--- config.mk ---
export PLATFORM = sky130hd
export DESIGN_NAME = multi_cook_timer_flat
export DESIGN_NICKNAME = d
export VERILOG_FILES = /design/src/rtl/cook_timer_pkg.sv /design/src/rtl/multi_cook_timer_if.sv /design/src/rtl/timer_channel.sv /design/src/rtl/multi_cook_timer.sv /design/src/flat_wrapper.sv
export SDC_FILE = /design/constraint.sdc
export NUM_CORES = 1
export LEC_CHECK = 0
export ABC_AREA = 1
export BUFFER_PORTS_ARGS = -buffer_cell sky130_fd_sc_hd__buf_2
export CAP_MARGIN = 20
export CORE_MARGIN = 2
export CORE_UTILIZATION = 50
export CTS_BUF_LIST = sky130_fd_sc_hd__clkbuf_8
export DETAILED_ROUTE_END_ITERATION = 10
export GPL_TIMING_DRIVEN = 1
export PLACE_DENSITY = 0.67
export SYNTH_ARGS = -nofsm -noshare
export SYNTH_HDL_FRONTEND = slang
export SYNTH_HIERARCHICAL = 1
export SYNTH_SLANG_ARGS = --single-unit
--- constraint.sdc ---
create_clock -name clk -period 3.4 [get_ports clk]
set_input_delay 0.34 -clock clk [delete_from_list [all_inputs] [get_ports clk]]
set_output_delay 0.34 -clock clk [all_outputs]
set_load 0.01 [all_outputs]
--- src/rtl/cook_timer_pkg.sv ---
// rtl/cook_timer_pkg.sv - shared types and constants for the multi-channel cook timer
// Purpose: channel state enum, seconds-per-minute constant and selector width helper.
// Ports: none (package).
package cook_timer_pkg;

    typedef enum logic [1:0] {
        ST_IDLE  = 2'd0,
        ST_SET   = 2'd1,
        ST_RUN   = 2'd2,
        ST_ALARM = 2'd3
    } state_t;

    localparam int SEC_PER_MIN = 60;

    // Selector width: max(1, clog2(channels)).
    function automatic int cw_of(input int channels);
        return (channels <= 2) ? 1 : $clog2(channels);
    endfunction

endpackage

--- src/rtl/multi_cook_timer_if.sv ---
// rtl/multi_cook_timer_if.sv - button/selector/display bundle for the multi-channel cook timer
// Purpose: groups the channel selector, debounced buttons and display/status outputs.
// Ports (signals): ch_sel, btn_start_pause, btn_add, btn_clear (button side -> timer);
//                  min, sec, running, alarm, alarm_any (timer -> display side).
// Modports: master = button/display side, slave = timer.
interface multi_cook_timer_if #(
    parameter int CHANNELS = 2
);
    import cook_timer_pkg::*;

    localparam int CW = cw_of(CHANNELS);

    logic [CW-1:0]       ch_sel;
    logic                btn_start_pause;
    logic                btn_add;
    logic                btn_clear;
    logic [7:0]          min;
    logic [7:0]          sec;
    logic [CHANNELS-1:0] running;
    logic [CHANNELS-1:0] alarm;
    logic                alarm_any;

    modport master (
        output ch_sel, btn_start_pause, btn_add, btn_clear,
        input  min, sec, running, alarm, alarm_any
    );

    modport slave (
        input  ch_sel, btn_start_pause, btn_add, btn_clear,
        output min, sec, running, alarm, alarm_any
    );

endinterface

--- src/rtl/timer_channel.sv ---
// rtl/timer_channel.sv - one countdown channel: state, min:sec and optional alarm timeout
// Purpose: IDLE/SET/RUN/ALARM state machine with saturating add and per-tick decrement.
// Ports: clk, reset_n; tick_i (1 s pulse); clear_i/add_i/start_i (already prioritised,
//        at most one high); min_o/sec_o (current time); running_o; alarm_o.
// Config: COOK_TIMER_ALARM_TIMEOUT_EN adds an ALARM_SEC-tick alarm auto-clear.
module timer_channel
    import cook_timer_pkg::*;
#(
    parameter int STEP_SEC  = 30,
    parameter int MAX_MIN   = 5
`ifdef COOK_TIMER_ALARM_TIMEOUT_EN
    ,
    parameter int ALARM_SEC = 10
`endif
) (
    input  logic       clk,
    input  logic       reset_n,
    input  logic       tick_i,
    input  logic       clear_i,
    input  logic       add_i,
    input  logic       start_i,
    output logic [7:0] min_o,
    output logic [7:0] sec_o,
    output logic       running_o,
    output logic       alarm_o
);

    localparam logic [7:0] STEP8 = 8'(STEP_SEC);
    localparam logic [7:0] MAX8  = 8'(MAX_MIN);
    localparam logic [7:0] SPM8  = 8'(SEC_PER_MIN);

    state_t     state_q, state_d;
    logic [7:0] min_q, min_d, sec_q, sec_d;
    logic [7:0] sum_sec, add_min, add_sec;
    logic       carry, sat;

`ifdef COOK_TIMER_ALARM_TIMEOUT_EN
    localparam logic [15:0] ALARM_LAST = 16'(ALARM_SEC - 1);
    logic [15:0] acnt_q, acnt_d;
`endif

    // IDLE and ALARM hold 0:00, so adding to the current time also covers "load step".
    assign sum_sec = sec_q + STEP8;
    assign carry   = (sum_sec >= SPM8);
    assign add_sec = carry ? (sum_sec - SPM8) : sum_sec;
    assign add_min = min_q + {7'd0, carry};
    assign sat     = (add_min > MAX8) || ((add_min == MAX8) && (add_sec != 8'd0));

    always_comb begin
        state_d = state_q;
        min_d   = min_q;
        sec_d   = sec_q;
`ifdef COOK_TIMER_ALARM_TIMEOUT_EN
        acnt_d  = acnt_q;
`endif
        // A button edge on this channel consumes the cycle; a coincident tick is dropped.
        if (clear_i) begin
            state_d = ST_IDLE;
            min_d   = 8'd0;
            sec_d   = 8'd0;
        end else if (add_i) begin
            min_d   = sat ? MAX8 : add_min;
            sec_d   = sat ? 8'd0 : add_sec;
            state_d = (state_q == ST_RUN) ? ST_RUN : ST_SET;
        end else if (start_i) begin
            if (state_q == ST_SET) begin
                state_d = ST_RUN;
            end else if (state_q == ST_RUN) begin
                state_d = ST_SET;
            end
        end else if (tick_i) begin
            if (state_q == ST_RUN) begin
                if (sec_q == 8'd0) begin
                    sec_d = SPM8 - 8'd1;
                    min_d = min_q - 8'd1;
                end else begin
                    sec_d = sec_q - 8'd1;
                    if ((min_q == 8'd0) && (sec_q == 8'd1)) begin
                        state_d = ST_ALARM;
`ifdef COOK_TIMER_ALARM_TIMEOUT_EN
                        acnt_d  = 16'd0;
`endif
                    end
                end
            end
`ifdef COOK_TIMER_ALARM_TIMEOUT_EN
            else if (state_q == ST_ALARM) begin
                if (acnt_q == ALARM_LAST) begin
                    state_d = ST_IDLE;
                end else begin
                    acnt_d = acnt_q + 16'd1;
                end
            end
`endif
        end
    end

    always_ff @(posedge clk or negedge reset_n) begin
        if (!reset_n) begin
            state_q <= ST_IDLE;
            min_q   <= 8'd0;
            sec_q   <= 8'd0;
`ifdef COOK_TIMER_ALARM_TIMEOUT_EN
            acnt_q  <= 16'd0;
`endif
        end else begin
            state_q <= state_d;
            min_q   <= min_d;
            sec_q   <= sec_d;
`ifdef COOK_TIMER_ALARM_TIMEOUT_EN
            acnt_q  <= acnt_d;
`endif
        end
    end

    assign min_o     = min_q;
    assign sec_o     = sec_q;
    assign running_o = (state_q == ST_RUN);
    assign alarm_o   = (state_q == ST_ALARM);

endmodule

--- src/rtl/multi_cook_timer.sv ---
// rtl/multi_cook_timer.sv - N-channel kitchen countdown timer with shared buttons and display
// Purpose: button edge detection, shared 1 s prescaler, channel demux and display mux.
// Ports: clk, reset_n (async, active low); ui (multi_cook_timer_if.slave): ch_sel,
//        btn_start_pause, btn_add, btn_clear in; min, sec, running, alarm, alarm_any out.
// Config: COOK_TIMER_ALARM_TIMEOUT_EN enables ALARM_SEC-tick alarm auto-clear per channel.
module multi_cook_timer
    import cook_timer_pkg::*;
#(
    parameter int CLK_HZ    = 100_000_000,
    parameter int CHANNELS  = 2,
    parameter int STEP_SEC  = 30,
    parameter int MAX_MIN   = 5,
    parameter int ALARM_SEC = 10
) (
    input  logic               clk,
    input  logic               reset_n,
    multi_cook_timer_if.slave  ui
);

    localparam int CW = cw_of(CHANNELS);
    localparam int PW = $clog2(CLK_HZ);

    logic [PW-1:0]       presc_q, presc_d;
    logic                tick;
    logic [2:0]          lvl_q, lvl_prev_q;   // {clear, add, start_pause}
    logic [2:0]          rise;
    logic                cmd_clear, cmd_add, cmd_start;
    logic [CHANNELS-1:0] sel_hit, ch_run, ch_alarm;
    logic [7:0]          ch_min [CHANNELS];
    logic [7:0]          ch_sec [CHANNELS];
    logic [7:0]          min_q, min_d, sec_q, sec_d;
    logic [CHANNELS-1:0] running_q, alarm_q;
    logic                alarm_any_q;

    assign tick    = (presc_q == PW'(CLK_HZ - 1));
    assign presc_d = tick ? '0 : presc_q + 1'b1;

    // Only the highest-priority rising edge acts: clear > add > start_pause.
    assign rise      = lvl_q & ~lvl_prev_q;
    assign cmd_clear = rise[2];
    assign cmd_add   = rise[1] & ~rise[2];
    assign cmd_start = rise[0] & ~rise[1] & ~rise[2];

    for (genvar i = 0; i < CHANNELS; i++) begin : g_ch
        assign sel_hit[i] = (ui.ch_sel == CW'(i));

        timer_channel #(
            .STEP_SEC  (STEP_SEC),
            .MAX_MIN   (MAX_MIN)
`ifdef COOK_TIMER_ALARM_TIMEOUT_EN
            ,
            .ALARM_SEC (ALARM_SEC)
`endif
        ) u_ch (
            .clk       (clk),
            .reset_n   (reset_n),
            .tick_i    (tick),
            .clear_i   (cmd_clear & sel_hit[i]),
            .add_i     (cmd_add & sel_hit[i]),
            .start_i   (cmd_start & sel_hit[i]),
            .min_o     (ch_min[i]),
            .sec_o     (ch_sec[i]),
            .running_o (ch_run[i]),
            .alarm_o   (ch_alarm[i])
        );
    end

    // An out-of-range selector matches no channel and the display reads 0:00.
    always_comb begin
        min_d = 8'd0;
        sec_d = 8'd0;
        for (int i = 0; i < CHANNELS; i++) begin
            if (sel_hit[i]) begin
                min_d = ch_min[i];
                sec_d = ch_sec[i];
            end
        end
    end

    always_ff @(posedge clk or negedge reset_n) begin
        if (!reset_n) begin
            presc_q     <= '0;
            lvl_q       <= 3'd0;
            lvl_prev_q  <= 3'd0;
            min_q       <= 8'd0;
            sec_q       <= 8'd0;
            running_q   <= '0;
            alarm_q     <= '0;
            alarm_any_q <= 1'b0;
        end else begin
            presc_q     <= presc_d;
            lvl_q       <= {ui.btn_clear, ui.btn_add, ui.btn_start_pause};
            lvl_prev_q  <= lvl_q;
            min_q       <= min_d;
            sec_q       <= sec_d;
            running_q   <= ch_run;
            alarm_q     <= ch_alarm;
            alarm_any_q <= |ch_alarm;
        end
    end

    assign ui.min       = min_q;
    assign ui.sec       = sec_q;
    assign ui.running   = running_q;
    assign ui.alarm     = alarm_q;
    assign ui.alarm_any = alarm_any_q;

endmodule

--- src/flat_wrapper.sv ---
// flat-port wrapper written by rule: the top's interface ports become plain ports
module multi_cook_timer_flat import cook_timer_pkg::*;
#(
    parameter int CLK_HZ    = 100_000_000,
    parameter int CHANNELS  = 2,
    parameter int STEP_SEC  = 30,
    parameter int MAX_MIN   = 5,
    parameter int ALARM_SEC = 10
)
  (clk, reset_n, ui_ch_sel, ui_btn_start_pause, ui_btn_add, ui_btn_clear, ui_min, ui_sec, ui_running, ui_alarm, ui_alarm_any);
  multi_cook_timer_if #(.CHANNELS(CHANNELS)) ui_i ();
  input  logic clk;
  input  logic reset_n;
  input wire logic [$bits(ui_i.ch_sel)-1:0] ui_ch_sel;
  input wire logic [$bits(ui_i.btn_start_pause)-1:0] ui_btn_start_pause;
  input wire logic [$bits(ui_i.btn_add)-1:0] ui_btn_add;
  input wire logic [$bits(ui_i.btn_clear)-1:0] ui_btn_clear;
  output wire logic [$bits(ui_i.min)-1:0] ui_min;
  output wire logic [$bits(ui_i.sec)-1:0] ui_sec;
  output wire logic [$bits(ui_i.running)-1:0] ui_running;
  output wire logic [$bits(ui_i.alarm)-1:0] ui_alarm;
  output wire logic [$bits(ui_i.alarm_any)-1:0] ui_alarm_any;
  assign ui_i.ch_sel = ui_ch_sel;
  assign ui_i.btn_start_pause = ui_btn_start_pause;
  assign ui_i.btn_add = ui_btn_add;
  assign ui_i.btn_clear = ui_btn_clear;
  assign ui_min = ui_i.min;
  assign ui_sec = ui_i.sec;
  assign ui_running = ui_i.running;
  assign ui_alarm = ui_i.alarm;
  assign ui_alarm_any = ui_i.alarm_any;
  multi_cook_timer #(.CLK_HZ(CLK_HZ), .CHANNELS(CHANNELS), .STEP_SEC(STEP_SEC), .MAX_MIN(MAX_MIN), .ALARM_SEC(ALARM_SEC)) u_core (.clk(clk), .reset_n(reset_n), .ui(ui_i));
endmodule
# Yosys cells after proc, flatten, opt, wreduce, memory -nomap -nowiden

Cells that the tools add are included.
Widths: inputs -> output; s select.

Register bits after elaboration: 90
Bits of input ports: 6
Output and inout port bits: 21
Word-level logic and storage cells: 144

Add/sub/neg operators: 11
Order comparisons: 4
Eq/ne operators: 15
Mux-type cells: 53
Bitwise logic cells: 14
Reductions and logical operators: 33

Operator list:

| kind                  | count |
|---|---|
| $mux 8                | 32 |
| $mux 2                | 20 |
| $logic_not 8->1       | 4 |
| $reduce_bool 4->1     | 8 |
| $sub 8x1->8 const B   | 4 |
| $add 27x1->27 const B | 1 |
| $eq 27x27->1 const B  | 1 |
| $mux 27               | 1 |
| $reduce_bool 3->1     | 6 |
| $add 8x1->8           | 2 |
| $add 8x5->8 const B   | 2 |
| $eq 8x1->1 const B    | 2 |
| $eq 8x3->1 const B    | 2 |
| $ge 8x6->1 const B    | 2 |
| $gt 8x3->1 const B    | 2 |
| $reduce_bool 8->1     | 2 |
| $sub 8x6->8 const B   | 2 |
| $reduce_and 5->1      | 2 |
| $and 1x1->1           | 9 |
| $eq 2x2->1 const B    | 4 |
| $ne 4x4->1 const B    | 2 |
| $reduce_and 4->1      | 2 |
| $ne 3x3->1 const B    | 2 |
| $reduce_and 3->1      | 2 |
| other kinds (7)       | 14 |

# Logic depth before layout (Yosys ltp)

Depth in word-level cells: 9
Mapped depth: 26
Gate-level depth less buffers: 26

# Modules after synthesis

The synthesis kept the hierarchy.

By module, submodules not included:

| module                               | instances | cells an instance | area an instance (um^2) |
|---|---|---|---|
| multi_cook_timer                     | 1         | 314               | 2521.2 |
| timer_channel at u_core.g_ch[0].u_ch | 1         | 290               | 1885.6 |
| timer_channel at u_core.g_ch[1].u_ch | 1         | 290               | 1818.0 |

# Least setup slack after synthesis

OpenSTA, ideal clock, no wires.

Path type: register to register
Start: register u_core.g_ch[1].u_ch.sec_q[1]
End: register u_core.g_ch[1].u_ch.min_q[2]
Library setup time: 117 ps
Arrival time: 2720 ps
Required time: 3283 ps
Setup slack: 564 ps
Cell stages (with the launch flop): 26
Buffers on the path: 0
Period minus slack after synthesis: 2836 ps
Cell sequence: dfrtp_1 > inv_1 > ha_1 > inv_1 > nand2_1 > nand2_1 > inv_1 > ha_1 > nand3_2 > nand3_4 > ha_1 > nand2_2 > nor2_2 > nand2_1 > nand2_1 > nand2_1 > nor2_1 > nand2_1 > nor2_1 > nand2_1 > nor2_1 > nand3_1 > nand2_4 > nand3_1 > nand2_1 > nand2_1

Word-level cells in the longest chain between the ends: 9
Elaborated cells on any way between the ends: 16

Ends and longest elaborated chain:

| item                                                                | RTL line             | text |
|---|---|---|
| start: declaration                                                  | timer_channel.sv:33  | `logic [7:0] min_q, min_d, sec_q, sec_d;` |
| start signal: assignment                                            | timer_channel.sv:102 | `sec_q <= 8'd0;` |
| start signal: assignment                                            | timer_channel.sv:109 | `sec_q <= sec_d;` |
| parallel branches: the longest is 9 deep, another holds $add 8x5->8 | n/a                  |  |
| end signal: assignment                                              | timer_channel.sv:108 | `min_q <= min_d;` |
| end: declaration                                                    | timer_channel.sv:33  |  |

Several ways; the timed one is not identified.
A chain may end at the register's enable or synchronous reset.

# Worst setup path in the final report

Start: register u_core.g_ch[1].u_ch.sec_q[1]
End: register u_core.g_ch[1].u_ch.sec_q[7]

Word-level cells in the longest chain between the ends: 9
Elaborated cells on any way between the ends: 19

Ends and longest elaborated chain:

| item                                                                | RTL line            | text |
|---|---|---|
| parallel branches: the longest is 7 deep, another holds $add 8x5->8 | n/a                 |  |
| $mux 8 (*)                                                          | timer_channel.sv:61 | `end else if (add_i) begin` |
| $mux 8 (*)                                                          | timer_channel.sv:57 | `if (clear_i) begin` |

Every way passes the cells marked *. The select of a mux whose other input is x is not followed.

==> impl_metrics.env <==
export IMPL_grt_start_max_net_pins=68
export IMPL_synth_fp_nets=927
export IMPL_power_leakage_nw=3.41
export IMPL_final_cell_mix="243 x nand2_1, 134 x nor2_1, 100 x inv_1, 89 x dfrtp_1, 70 x nand3_1"
export IMPL_antenna_found_initial=0
export IMPL_cts_tree="yes"
export IMPL_power_frac_comb=0.498
export IMPL_clkTransAtPathRegs_ps=100
export IMPL_grt_pass1_wl_um=24900
export IMPL_fin_cells=1109
export IMPL_clock_skew_ps=15.3
export IMPL_drv_cap=0
export IMPL_gp_congestion=0.913
export IMPL_num_vias=5715
export IMPL_fin_crit_sh=0.900
export IMPL_seq_area_frac_synth=0.362
export IMPL_postLayoutCoreUtil=0.570
export IMPL_finalSetupViolCount=0
export IMPL_routed_via_density=5.15
export IMPL_grt_pass1_vias=5117
export IMPL_crit_type="reg -> reg"
export IMPL_drive_gt1_frac=0.148
export IMPL_tns_ps=0
export IMPL_synthArstFlopShare=1.00
export IMPL_rsz0062_at_grt="no"
export IMPL_power_mw=4.84
export IMPL_crit_fanout=7
export IMPL_status="completed"
export IMPL_nNetsFinal=969
export IMPL_hold_buffers=0
export IMPL_hpwl_um=11100
export IMPL_dp_worst_setup_slack_ps=255
export IMPL_drtAntennaViolNets=0
export IMPL_die_area_um2=13400
export IMPL_synth_cells=894
export IMPL_synth_edf_count=0
export IMPL_critical_path_required_ps=3690
export IMPL_cts_made_buffers=9
export IMPL_start_kind="register"
export IMPL_cts_sinks=90
export IMPL_synth_cell_types=39
export IMPL_max_slew_margin=0.420
export IMPL_rows=40
export IMPL_layout_commonest_cell="nand2_1"
export IMPL_postSynthAreaPerCell_um2=6.96
export IMPL_power_density_nw_per_um2=705
export IMPL_worst_pin_slew_ps=871
export IMPL_cts_root_buf="clkbuf_8"
export IMPL_rr_startpoint="u_core/g_ch[1].u_ch/sec_o[1]"
export IMPL_yosysWarnings=6
export IMPL_p_clk_frac=0.156
export IMPL_antenna_cells=0
export IMPL_start_util=0.516
export IMPL_dp_cells=1089
export IMPL_grt_total_usage=0.236
export IMPL_setup_slack_ps=341
export IMPL_port_buffers=26
export IMPL_clk_path_buf_depth=2
export IMPL_internal_power_mw=2.54
export IMPL_die_w_um=116
export IMPL_ys_ff_latch=90
export IMPL_slew_violations=0
export IMPL_drt_first_pass_iters=5
export IMPL_synthFlopType="dfrtp_1"
export IMPL_drc=0
export IMPL_pin_count=27
export IMPL_seqPwrFrac=0.345
export IMPL_min_period_ps=3060
export IMPL_end_kind="register"
export IMPL_arrival_ps=3350
export IMPL_core_um2=12100
export IMPL_clock_latency_ps=380
export IMPL_hp_class="in -> async"
export IMPL_htreeDepth=3
export IMPL_ir_drop_mv=0.363
export IMPL_max_freq_mhz=327
export IMPL_p_sw_mw=2.30
export IMPL_startpoint="u_core/g_ch[1].u_ch/sec_o[1]"
export IMPL_p_sw_frac=0.475
export IMPL_hold_violations=0
export IMPL_synth_area_um2=6220
export IMPL_drtIter0Drc=423
export IMPL_syn2layout_area_growth_pct=10.4
export IMPL_gr_total_overflow=0
export IMPL_wl_um=14900
export IMPL_die_h_um=116
export IMPL_wl_per_cell_um=13.5
[final timing paths]
kind	to	slack [ps]	cells after the start
worst max-delay path	u_core/g_ch[1].u_ch/sec_o[7]	340	24
worst min-delay path	u_core/g_ch[1].u_ch/min_o[4]	50	1
worst max register to register	u_core/g_ch[1].u_ch/sec_o[7]	340	24
worst min register to register	u_core/lvl_prev_q[1]	390	0
max in group asynchronous	u_core/ui.sec[7]	2600	2
min in group clk	u_core/lvl_q[1]	70	1
[cell families (layout without fill, tap and decap cells)]
logic type | Yosys count | in the layout | synth area share
AND/OR/NAND/NOR | 539 | 540 | 0.396
XOR/XNOR | 17 | 17 | 0.0239
AO/OA/AOI/OAI | 99 | 99 | 0.0894
flip-flops | 90 | 90 | 0.362
buffers and inverters | 122 | 168 | 0.0748
adder cells (fa/ha/maj) | 27 | 27 | 0.0543
[final cells by class]
class | count | area [um2]
Clock buffer | 9 | 124
Clock inverter | 7 | 75.1
Fill cell | 1167 | 5190
Inverter | 113 | 425
Multi-Input combinational cell | 683 | 3550
Sequential cell | 90 | 2250
Tap cell | 168 | 210
Timing Repair Buffer | 39 | 230
[critical path, stage by stage, from the launching register on]
cell	delay, ps
dfrtp_1	420
inv_1	90
ha_2	220
inv_1	50
nand2_1	50
nand2_1	90
inv_1	70
ha_2	220
nand3_4	110
nand3_4	110
ha_1	170
nand2_2	90
nor2_2	140
nand2_1	70
nand2_1	50
nand2_1	60
nor2_1	80
nand2_1	70
nor2_1	100
nand2_1	60
nor2_1	140
nand3_2	140
nand2_4	140
nand3_1	90
a21oi_1	150
[layer usage]
| layer | share of wire | GRT usage | routed length [um] | up-vias |
|---|---|---|---|---|
| li1 | - | - | - | 2942 |
| met1 | 0.51 | 0.353 | 7610 | 2605 |
| met3 | 0.064 | 0.0628 | 951 | 11 |
| met2 | 0.42 | 0.340 | 6250 | 157 |
| met4 | 0.0081 | 0.0538 | 121 | 0 |
| met5 | 0 | 0 | 0 | - |
[cell usage after synthesis, types with 5 or more instances]
cell / instances / area share
nor3_1: 11 / 0.0088
a21oi_1: 44 / 0.035
o21ai_0: 27 / 0.022
nand3_1: 71 / 0.057
xor2_1: 13 / 0.018
inv_1: 99 / 0.060
ha_1: 27 / 0.054
nand2_1: 243 / 0.15
nor2_2: 12 / 0.012
nand4_1: 13 / 0.013
nand3_2: 5 / 0.0080
o22ai_1: 11 / 0.011
nand3b_1: 5 / 0.0060
dfrtp_1: 90 / 0.36
nor2_4: 8 / 0.014
nand2_2: 20 / 0.020
inv_2: 11 / 0.0066
nor2_1: 135 / 0.081
a21oi_2: 8 / 0.011
[sequential cells by signal, indices dropped and copies added, names as in the netlist, 2 cells and up]
name / flops
u_core/presc_q: 27
u_core/g_ch.u_ch/min_o: 16
u_core/g_ch.u_ch/sec_o: 16
u_core/ui.min: 8
u_core/ui.sec: 8
u_core/g_ch.u_ch/state_q: 4
u_core/lvl_prev_q: 3
u_core/lvl_q: 3
u_core/ui.alarm: 2
u_core/ui.running: 2
[metrics by stage]
stage	hold slack [ps]	cell area (um2)
4_1_cts	44.2	6800
3_3_place_gp	356	6600
3_5_place_dp	363	6600
2_1_floorplan	44.4	6220
6_report	51.3	6870
5_1_grt	32.4	6870
[repair_timing]
| item | CTS | global route |
|---|---|---|
| setup endpoints to repair | 0 | 13 |
| setup buffers | 0 | 3 |
| resized for setup | 0 | 10 |
[power groups by stage]
stage | Clock, mW | Combinational [mW] | Sequential, mW
after floorplan | 0 | 1.77 | 1.60
after global placement | 0 | 2.29 | 1.71
after detailed placement | 0 | 2.29 | 1.69
after CTS | 0.785 | 2.31 | 1.68
after global routing | 0.837 | 2.76 | 1.72
final | 0.757 | 2.41 | 1.67
Note: power is estimated with default switching activity, not from simulation.
